File: src/rtl/mul_karatsuba_pipe.sv
// mul_karatsuba_pipe: pipelined one-level Karatsuba multiplier with a
// valid/ready stream interface, per-operation signed mode and tag passthrough.

module mul_karatsuba_pipe #(
    parameter int WIDTH = 16,
    parameter int TAG_W = 4
) (
    input  logic               clk,
    input  logic               rst_n,
    input  logic               in_valid,
    output logic               in_ready,
    input  logic [WIDTH-1:0]   in_a,
    input  logic [WIDTH-1:0]   in_b,
    input  logic               in_signed,
    input  logic [TAG_W-1:0]   in_tag,
    output logic               out_valid,
    input  logic               out_ready,
    output logic [2*WIDTH-1:0] out_product,
    output logic [TAG_W-1:0]   out_tag
);

    localparam int H  = WIDTH / 2;
    localparam int PW = 2 * WIDTH;

    generate
        if (WIDTH < 4 || (WIDTH % 2) != 0) begin : g_bad_width
            $error("mul_karatsuba_pipe: WIDTH must be even and >= 4");
        end
        if (TAG_W < 1) begin : g_bad_tag
            $error("mul_karatsuba_pipe: TAG_W must be >= 1");
        end
    endgenerate

    typedef struct packed {
        logic             valid;
        logic [H-1:0]     a_hi;
        logic [H-1:0]     a_lo;
        logic [H-1:0]     b_hi;
        logic [H-1:0]     b_lo;
        logic [H:0]       sa;
        logic [H:0]       sb;
        logic             neg;
        logic [TAG_W-1:0] tag;
    } s1_t;

    typedef struct packed {
        logic             valid;
        logic [2*H-1:0]   z0;
        logic [2*H-1:0]   z2;
        logic [2*H+1:0]   z1;
        logic             neg;
        logic [TAG_W-1:0] tag;
    } s2_t;

    typedef struct packed {
        logic             valid;
        logic [PW-1:0]    p;
        logic             neg;
        logic [TAG_W-1:0] tag;
    } s3_t;

    logic             adv;
    logic [WIDTH-1:0] mag_a;
    logic [WIDTH-1:0] mag_b;
    logic [2*H+1:0]   mid;
    s1_t              s1_d;
    s1_t              s1_q;
    s2_t              s2_d;
    s2_t              s2_q;
    s3_t              s3_d;
    s3_t              s3_q;

    // One global enable: everything moves unless a result is waiting
    // at the output and the consumer refuses it.
    assign adv      = !out_valid || out_ready;
    assign in_ready = adv;

    // S1: magnitudes, result sign, half split and half sums.
    always_comb begin
        mag_a = (in_signed && in_a[WIDTH-1]) ? -in_a : in_a;
        mag_b = (in_signed && in_b[WIDTH-1]) ? -in_b : in_b;

        s1_d       = '0;
        s1_d.valid = in_valid;
        s1_d.a_hi  = mag_a[WIDTH-1:H];
        s1_d.a_lo  = mag_a[H-1:0];
        s1_d.b_hi  = mag_b[WIDTH-1:H];
        s1_d.b_lo  = mag_b[H-1:0];
        s1_d.sa    = {1'b0, mag_a[WIDTH-1:H]} + {1'b0, mag_a[H-1:0]};
        s1_d.sb    = {1'b0, mag_b[WIDTH-1:H]} + {1'b0, mag_b[H-1:0]};
        s1_d.neg   = in_signed & (in_a[WIDTH-1] ^ in_b[WIDTH-1]);
        s1_d.tag   = in_tag;
    end

    // S2: the three half-width partial products.
    always_comb begin
        s2_d       = '0;
        s2_d.valid = s1_q.valid;
        s2_d.z0    = {{H{1'b0}}, s1_q.a_lo} * {{H{1'b0}}, s1_q.b_lo};
        s2_d.z2    = {{H{1'b0}}, s1_q.a_hi} * {{H{1'b0}}, s1_q.b_hi};
        s2_d.z1    = {{(H+1){1'b0}}, s1_q.sa} * {{(H+1){1'b0}}, s1_q.sb};
        s2_d.neg   = s1_q.neg;
        s2_d.tag   = s1_q.tag;
    end

    // S3: recombine; mid is a_hi*b_lo + a_lo*b_hi and so never negative.
    always_comb begin
        mid = s2_q.z1 - {2'b00, s2_q.z2} - {2'b00, s2_q.z0};

        s3_d       = '0;
        s3_d.valid = s2_q.valid;
        s3_d.p     = (PW'(s2_q.z2) << WIDTH)
                   + (PW'(mid) << H)
                   + PW'(s2_q.z0);
        s3_d.neg   = s2_q.neg;
        s3_d.tag   = s2_q.tag;
    end

    // Stage registers shift together, bubbles included.
    always_ff @(posedge clk or negedge rst_n) begin
        if (!rst_n) begin
            s1_q <= '0;
            s2_q <= '0;
            s3_q <= '0;
        end else if (adv) begin
            s1_q <= s1_d;
            s2_q <= s2_d;
            s3_q <= s3_d;
        end
    end

    // Output register applies the sign; negating zero yields zero.
    always_ff @(posedge clk or negedge rst_n) begin
        if (!rst_n) begin
            out_valid   <= 1'b0;
            out_product <= '0;
            out_tag     <= '0;
        end else if (adv) begin
            out_valid   <= s3_q.valid;
            out_product <= s3_q.neg ? -s3_q.p : s3_q.p;
            out_tag     <= s3_q.tag;
        end
    end

endmodule

File: config.mk
export PLATFORM = sky130hd
export DESIGN_NAME = mul_karatsuba_pipe
export DESIGN_NICKNAME = d
export VERILOG_FILES = /design/src/rtl/mul_karatsuba_pipe.sv
export SDC_FILE = /design/constraint.sdc
export NUM_CORES = 1
export LEC_CHECK = 0
export CORE_MARGIN = 2
export CORE_UTILIZATION = 44
export CTS_BUF_LIST = sky130_fd_sc_hd__clkbuf_4 sky130_fd_sc_hd__clkbuf_8
export DETAILED_ROUTE_END_ITERATION = 10
export PLACE_DENSITY = 0.68
export RECOVER_POWER = 25
export SYNTH_ARGS = -nofsm -noshare
export SYNTH_HDL_FRONTEND = slang
export SYNTH_SLANG_ARGS = --single-unit
File: constraint.sdc
create_clock -name clk -period 13 [get_ports clk]
set_input_delay 3.9 -clock clk [delete_from_list [all_inputs] [get_ports clk]]
set_output_delay 3.9 -clock clk [all_outputs]
set_load 0.005 [all_outputs]
==> flow_summary.toml, run 1 <==
[outcome]
status = "finished, violations left"
violations = "capacitance limit, slew limit"

[floorplanning]
floorplan.initialDensity = 0.444
dieArea_um2 = 41500
num_rows = 73
die_h_um = 204
die_w_um = 204
io_pins = 79
core_area_um2 = 39500

[run]
cap_violations = 3

[placement]
place_congestion = 0.902
numPortBuffers = 78
dpl.hpwl_mm = 30.6

[yosys]
ys_top_cells_by_area = "dfrtp_1, fa_1, ha_1"
synth_cell_types = 61
synthTopCellsByCount = "nand2_1, inv_1, dfrtp_1"
synth_edf_count = 0
synth.largest_area_cell = "dfrtp_1"
yosysSeqAreaShare = 0.267
ys_seq_elements = 187
synth_fp_nets = 2370
syn_area_per_cell_um2 = 8.69
async_flop_share = 1.00
yosys_warnings = 0
synth_top_area_share = 0.267
synth_area_um2 = 17600
synth_flop_cell = "dfrtp_1"
syn-instance-count = 2020
synth_most_common_cell = "nand2_1"

[detailed_routing]
remaining_drc_errors = 0
ant_nets = 0
viasPerCell = 5.23
wl_per_cell_um = 15.0
drtIter0Drc = 784
drt_wl_total_mm = 38.9
firstDrtPassIters = 5
via_count = 13500

[clocking]
numCtsBuffers = 17
cts_setup_buffers = 0
h-tree-depth = 4
clk_pin_slew_ns = 0.10
clock_latency_ns = 0.52
ctsHoldBuffers = 0
ctsResizeCount = 0
clock-sinks = 187
cts_tree = "built"
cts.path.max_buffers = 2
root_buffer = "clkbuf_8"

[final_layout]
post-route-util = 0.484
syn2layout_area_growth_pct = 9.01
nets = 2398
antenna_cells = 0
drive_gt1_frac = 0.0286

[timing]
hold_viol = 0
worst_slew_pin_slew_ns = 3.61
rsz0062_at_grt = "false"
clock_skew_ns = 0.0241
hold_ws_ns = 0.467
final.min_clock_period_ns = 9.65
slew_violations = 192
setup-violations-final = 0
max_freq_mhz = 104
slew-limit-headroom = -1.40
tns_ns = 0
post-route-period-util = 0.743

[grt]
grt_max_degree = 98
grt_usage = 0.194
antenna_found_initial = 0
grt_pass1_vias = 13300
overflow = 0
grt_pass1_wl_mm = 65.6

[critical_path]
cp_num_buf_inv = 3
cp_max_fo = 44
cp_slowest_cell = "nor2b_4"
cpMostUsedCell = "clkdlybuf4s50_1"
path_cells = "clkdlybuf4s50_1 -> nor2b_4 -> inv_6 -> clkdlybuf4s50_1"
critPathLaunchType = "input port"
max_stage_delay_ns = 0.60
arrival_ns = 5.75
cp_data_required_time_ns = 9.10
crit_type = "in2out"
crit_family = "buffers and inverters"
endpoint_kind = "primary output"

[hold_path]
hold_class = "reg2reg"
[worst paths after layout]
kind,from,to,slack [ns],cells after the start
worst max-delay path,out_ready,in_ready,3.35,4
max in group asynchronous,rst_n,s1_q[16],4.12,2
min in group asynchronous,rst_n,out_product[26],4.30,1
worst min-delay path,s3_q[37],out_valid,0.47,1
worst min register to register,s3_q[37],out_valid,0.47,1
worst max register to register,s1_q[7],s2_q[22],8.12,15
[flip-flops by register name, summed over array words and instances (netlist names)]
signal	cells
s2_q	56
out_product	32
s3_q	38
s1_q	56
out_tag	4
out_valid	1
[cell type report]
class / count / area (um2)
Timing Repair Buffer: 84 / 812
Tap cell: 525 / 657
Fill cell: 3745 / 20400
Clock inverter: 14 / 149
Multi-Input combinational cell: 1503 / 11600
Sequential cell: 187 / 4680
Inverter: 255 / 962
Clock buffer: 17 / 234
[logic make-up (layout without fill, tap and decap cells)]
family,Yosys count,count (layout),share of synthesized area
flops,187,187,0.267
xor+xnor,126,126,0.0629
mux,15,15,0.00920
simple gates,706,706,0.189
buf+inv,330,370,0.0706
fa+ha+maj,309,309,0.281
compound gates,347,347,0.121
[layer usage]
metal	up-vias	global-route usage	share of wire
li1	6606	-	-
met5	-	0	0
met1	6600	0.262	0.45
met2	261	0.333	0.49
met4	0	0.0558	0.020
met3	50	0.0190	0.037
[layout by cell type, fill, tap and decap left out, types with 19 or more instances in the layout]
cell type	instances
clkdlybuf4s50_1	77
nand2_1	282
a21oi_1	103
ha_1	168
nand3_1	22
dfrtp_1	187
a21o_1	32
fa_1	141
inv_1	254
and2_1	146
nor2_1	156
xor2_1	74
nor3_1	19
o21ai_0	101
xnor2_1	52
[worst register-to-register path, cell delays in order, from the launching register on]
cell      delay (ns)
dfrtp_1         0.61
nand2_1         0.14
fa_1            0.55
inv_1           0.05
fa_1            0.49
fa_1            0.50
inv_1           0.05
fa_1            0.52
inv_1           0.04
ha_1            0.21
or3_1           0.39
nand3b_1        0.28
a311o_1         0.40
a21oi_1         0.16
xnor2_1         0.23
a21oi_1         0.13
[stage by stage]
step	instances	worst slack [ns]	cell area, um2
after floorplan	2020	4.21	17600
after global placement	2554	3.35	18800
after detailed placement	2554	3.34	18800
after CTS	2585	3.33	19200
after global routing	2585	2.88	19100
final	2585	3.35	19100
Power of run 1 is not shown: default switching activity piles up to over one toggle a cycle in this logic, so the estimate is an artifact.
==> inputs of run 2 (changes only) <==
PLACE_DENSITY = 0.7   (was 0.68)
clock period = 8.75 ns   (was 13 ns; I/O delays follow)
==> run 2 against run 1 <==
  * Cell count did not move
  * First-iteration DRC count fell by 7.9%
  * The run still ends with capacitance limit, slew limit left
  * Routed wire length grew 0.40%
  * Global-route usage down 0.057 points
  * Final area rose by 0.40%
  * Flip-flop and latch count stayed put
  * Critical endpoint unchanged
==> flow_summary.toml, run 2 (synthesized netlist as in run 1, its figures left out) <==
[critical_path]
rr_startpoint = "s1_q[17]"
arrival_ns = 4.31
crit_path_end = "in_ready"
startpoint = "out_ready"
crit_type = "in2out"
r2r-end = "s2_q[22]"
endpoint_kind = "primary output"
cp.depth = 4
cp_max_fo = 35
path_cells = "dlygate4sd3_1 -> nor2b_1 -> inv_6 -> clkdlybuf4s50_1"
cp_data_required_time_ns = 6.12
critPathLaunchType = "input port"
crit_family = "buffers and inverters"
cp_num_buf_inv = 3
cp_slowest_cell = "dlygate4sd3_1"
r2r_cells = 15
rrSetupSlack_ns = 3.88
max_stage_delay_ns = 0.55

[clocking]
root_buffer = "clkbuf_8"
cts_tree = "built"
clk_pin_slew_ns = 0.12
h-tree-depth = 4
clock_latency_ns = 0.52
ctsResizeCount = 0
cts.path.max_buffers = 2
clock-sinks = 187
cts_setup_buffers = 0
numCtsBuffers = 17
ctsHoldBuffers = 0

[timing]
final.min_clock_period_ns = 6.93
setup-violations-final = 0
slew-limit-headroom = -0.710
post-route-period-util = 0.793
hold_viol = 0
tns_ns = 0
rsz0062_at_grt = "false"
clock_skew_ns = 0.0315
fin_ws_ns = 1.82
max_freq_mhz = 144
slew_violations = 51
hold_ws_ns = 0.477
worst_slew_pin_slew_ns = 2.57

[floorplanning]
core_area_um2 = 39500
die_h_um = 204
dieArea_um2 = 41500
die_w_um = 204
floorplan.initialDensity = 0.444
io_pins = 79
num_rows = 73

[detailed_routing]
drt_wl_total_mm = 39.0
remaining_drc_errors = 0
firstDrtPassIters = 5
ant_nets = 0
drtIter0Drc = 722
viasPerCell = 5.27
via_count = 13600
wl_per_cell_um = 15.1

[final_layout]
antenna_cells = 0
post-route-util = 0.486
num-fill-cells = 3734
mostFrequentLayoutCell = "nand2_1"
top_regs = "s1_q: 56 flops, s2_q: 56 flops, s3_q: 38 flops"
nets = 2397
regArea_um2 = 4680
final_cell_mix = "nand2_1, inv_1, dfrtp_1, ha_1, nor2_1"
drive_gt1_frac = 0.0291
multi_input_area_um2 = 11600
syn2layout_area_growth_pct = 9.45

[hold_path]
hold_class = "reg2reg"

[grt]
grt_usage = 0.194
grt_max_degree = 212
grt_pass1_vias = 13400
grt_pass1_wl_mm = 65.6
grtUsageMet3 = 0.0305
overflow = 0
antenna_found_initial = 0
grt.met1_usage = 0.260
gr-usage-met2 = 0.323
grt-busiest-layer = "met2"

[placement]
place_congestion = 0.893
numPortBuffers = 78
dpl.hpwl_mm = 30.8
post-place-ws_ns = 2.09

[outcome]
status = "finished, violations left"
violations = "capacitance limit, slew limit"

[run]
cap_violations = 1
==> run 2: cell count changes in the layout (fill, tap and decap cells not counted), sizes merged <==
cell,delta
clkinv,+1
dlygate4sd3,+1
clkdlybuf4s50,-1
buf,+1
clkbuf,-2
==> run 2: cell type report <==
class                           instances  share of cell area
Tap cell                              525              0.0342
Inverter                              255              0.0501
Clock inverter                         15              0.0115
Clock buffer                           17              0.0122
Timing Repair Buffer                   83              0.0429
Multi-Input combinational cell       1503               0.606
Sequential cell                       187               0.244
==> run 2: worst min path at each step <==
stage,depth (start not counted),startpoint,slack (ns),end
floorplan,2,s3_q[37],0.43,s3_q[37]
global placement,2,out_tag[3],0.45,out_tag[3]
detailed placement,2,out_tag[3],0.45,out_tag[3]
CTS,2,s2_q[0],0.48,s2_q[0]
global route,2,out_tag[0],0.50,out_tag[0]
finish,2,out_tag[3],0.48,out_tag[3]
==> run 2: worst reg2reg max path: stages (launching register included) <==
cell and delay (ns):
dfrtp_1 0.63, nand2_1 0.16, fa_1 0.54, fa_1 0.50, inv_1 0.06, fa_1 0.54, inv_1 0.06, fa_1 0.56
inv_1 0.05, ha_1 0.21, or3_1 0.38, nand3b_1 0.24, a311o_1 0.39, a21oi_1 0.16, xnor2_1 0.17, a21oi_1 0.10
==> run 2: per-stage QoR <==
stage | cells | cell area [um2]
4_1_cts | 2585 | 19200
3_3_place_gp | 2553 | 18800
2_1_floorplan | 2020 | 17600
5_1_grt | 2585 | 19200
3_5_place_dp | 2553 | 18800
6_report | 2585 | 19200
==> run 2: per-layer routing <==
metal,share of wire,wire [um]
met2,0.48,18900
met5,0,0
met3,0.043,1700
met1,0.45,17600
met4,0.022,878
Power of run 2 is left out for the same reason.
==> inputs of run 3 (changes only) <==
clock period = 5.6 ns   (was 8.75 ns; I/O delays follow)
==> run 3 against run 2 <==
  * The flow still finishes with violations (capacitance limit, slew limit)
  * Register-to-register slack worse by 3.1 ns
  * Count of clock-buffer cells in the layout unchanged
  * Via count down 1.1%
  * Flip-flop and latch count unchanged
  * Setup slack worse by 0.99 ns
  * Critical endpoint is now s3_q[36]
  * Largest cell class unchanged
==> flow_summary.toml, run 3 (synthesized netlist as in run 1, its figures left out) <==
[outcome]
status = "finished, violations left"
violations = "capacitance limit, slew limit"

[placement]
dpl.hpwl_mm = 31.2
post-place-ws_ns = 0.407
numPortBuffers = 78
place_congestion = 0.866

[timing]
slew-limit-headroom = -0.787
max_freq_mhz = 209
hold_viol = 0
fin_ws_ns = 0.826
slew_violations = 104
clock_skew_ns = 0.0232
post-route-period-util = 0.852
final.min_clock_period_ns = 4.77
worst_slew_pin_slew_ns = 2.68
rsz0062_at_grt = "false"
setup-violations-final = 0
tns_ns = 0

[floorplanning]
floorplan.initialDensity = 0.444
num_rows = 73
dieArea_um2 = 41500
die_h_um = 204
core_area_um2 = 39500
die_w_um = 204
io_pins = 79

[clocking]
ctsResizeCount = 0
numCtsBuffers = 17
cts_tree = "built"
clock_latency_ns = 0.52
cts_setup_buffers = 0
clk_pin_slew_ns = 0.12
h-tree-depth = 4
ctsHoldBuffers = 0
clock-sinks = 187
root_buffer = "clkbuf_8"
cts.path.max_buffers = 2

[grt]
grt_pass1_wl_mm = 66.4
overflow = 0
grt_usage = 0.199
grt_max_degree = 212
antenna_found_initial = 0
grt_pass1_vias = 13200

[critical_path]
path_cells = "inv_1 -> fa_1 -> ha_1 -> nor2b_1 -> o2111ai_1 -> a31oi_1 -> a221o_1 -> a41o_1 -> a21oi_1 -> xnor2_1 -> ha_1 -> and2_1 -> a221o_1 -> a21oi_1 -> nor3_1 -> a31oi_1 -> xnor2_1 -> o21ai_0"
endpoint_kind = "register"
cp_max_fo = 5
cp_data_required_time_ns = 5.97
crit_family = "compound AO/OA/AOI/OAI gates"
arrival_ns = 5.14
cp_slowest_cell = "dfrtp_1"
max_stage_delay_ns = 0.43
crit_type = "reg2reg"
cp_num_buf_inv = 1
critPathLaunchType = "register"

[final_layout]
nets = 2400
drive_gt1_frac = 0.0310
antenna_cells = 0
final_cell_mix = "nand2_1, inv_1, dfrtp_1, ha_1, nor2_1"
syn2layout_area_growth_pct = 9.45
mostFrequentLayoutCell = "nand2_1"
top_regs = "s1_q: 56 flops, s2_q: 56 flops, s3_q: 38 flops"
post-route-util = 0.486

[run]
cap_violations = 1

[hold_path]
hold_class = "reg2reg"

[detailed_routing]
drt_wl_total_mm = 39.9
viasPerCell = 5.20
wl_per_cell_um = 15.4
firstDrtPassIters = 6
via_count = 13500
ant_nets = 0
remaining_drc_errors = 0
drtIter0Drc = 721
[run 3: per-layer routing]
metal / routed length, um / GRT usage / vias up
li1: - / - / 6614
met4: 479 / 0.0464 / 0
met3: 1250 / 0.0265 / 30
met5: 0 / 0 / -
met1: 18900 / 0.279 / 6624
met2: 19200 / 0.327 / 194
[run 3: path summary, 6_finish.rpt]
path                       cells after the start         endpoint        from  slack (ns)
min reg2reg                                    2       out_tag[3]  out_tag[3]        0.47
max                                           18         s3_q[36]    s2_q[25]        0.83
max reg2reg                                   18         s3_q[36]    s2_q[25]        0.83
max in group asynchronous                      2  out_product[18]       rst_n        1.69
min in group asynchronous                      1  out_product[30]       rst_n        2.00
min                                            2       out_tag[3]  out_tag[3]        0.47
[run 3: cell type report]
class | count | area (um2)
Clock inverter | 15 | 194
Clock buffer | 17 | 234
Fill cell | 3817 | 20300
Sequential cell | 187 | 4680
Timing Repair Buffer | 86 | 845
Tap cell | 525 | 657
Inverter | 255 | 962
Multi-Input combinational cell | 1503 | 11600
[run 3: through the flow]
step	area, um2	instances	hold slack (ns)
after floorplan	17600	2020	0.430
after global placement	18800	2556	0.449
after detailed placement	18800	2556	0.454
after CTS	19200	2588	0.479
after global routing	19200	2588	0.497
final	19200	2588	0.475
[run 3: tightest hold or removal path, delay by kind of cell, from the launching register on]
family,cells,cell delay (ns)
flops,1,0.36
simple gates,2,0.10
Power of run 3 is left out for the same reason.
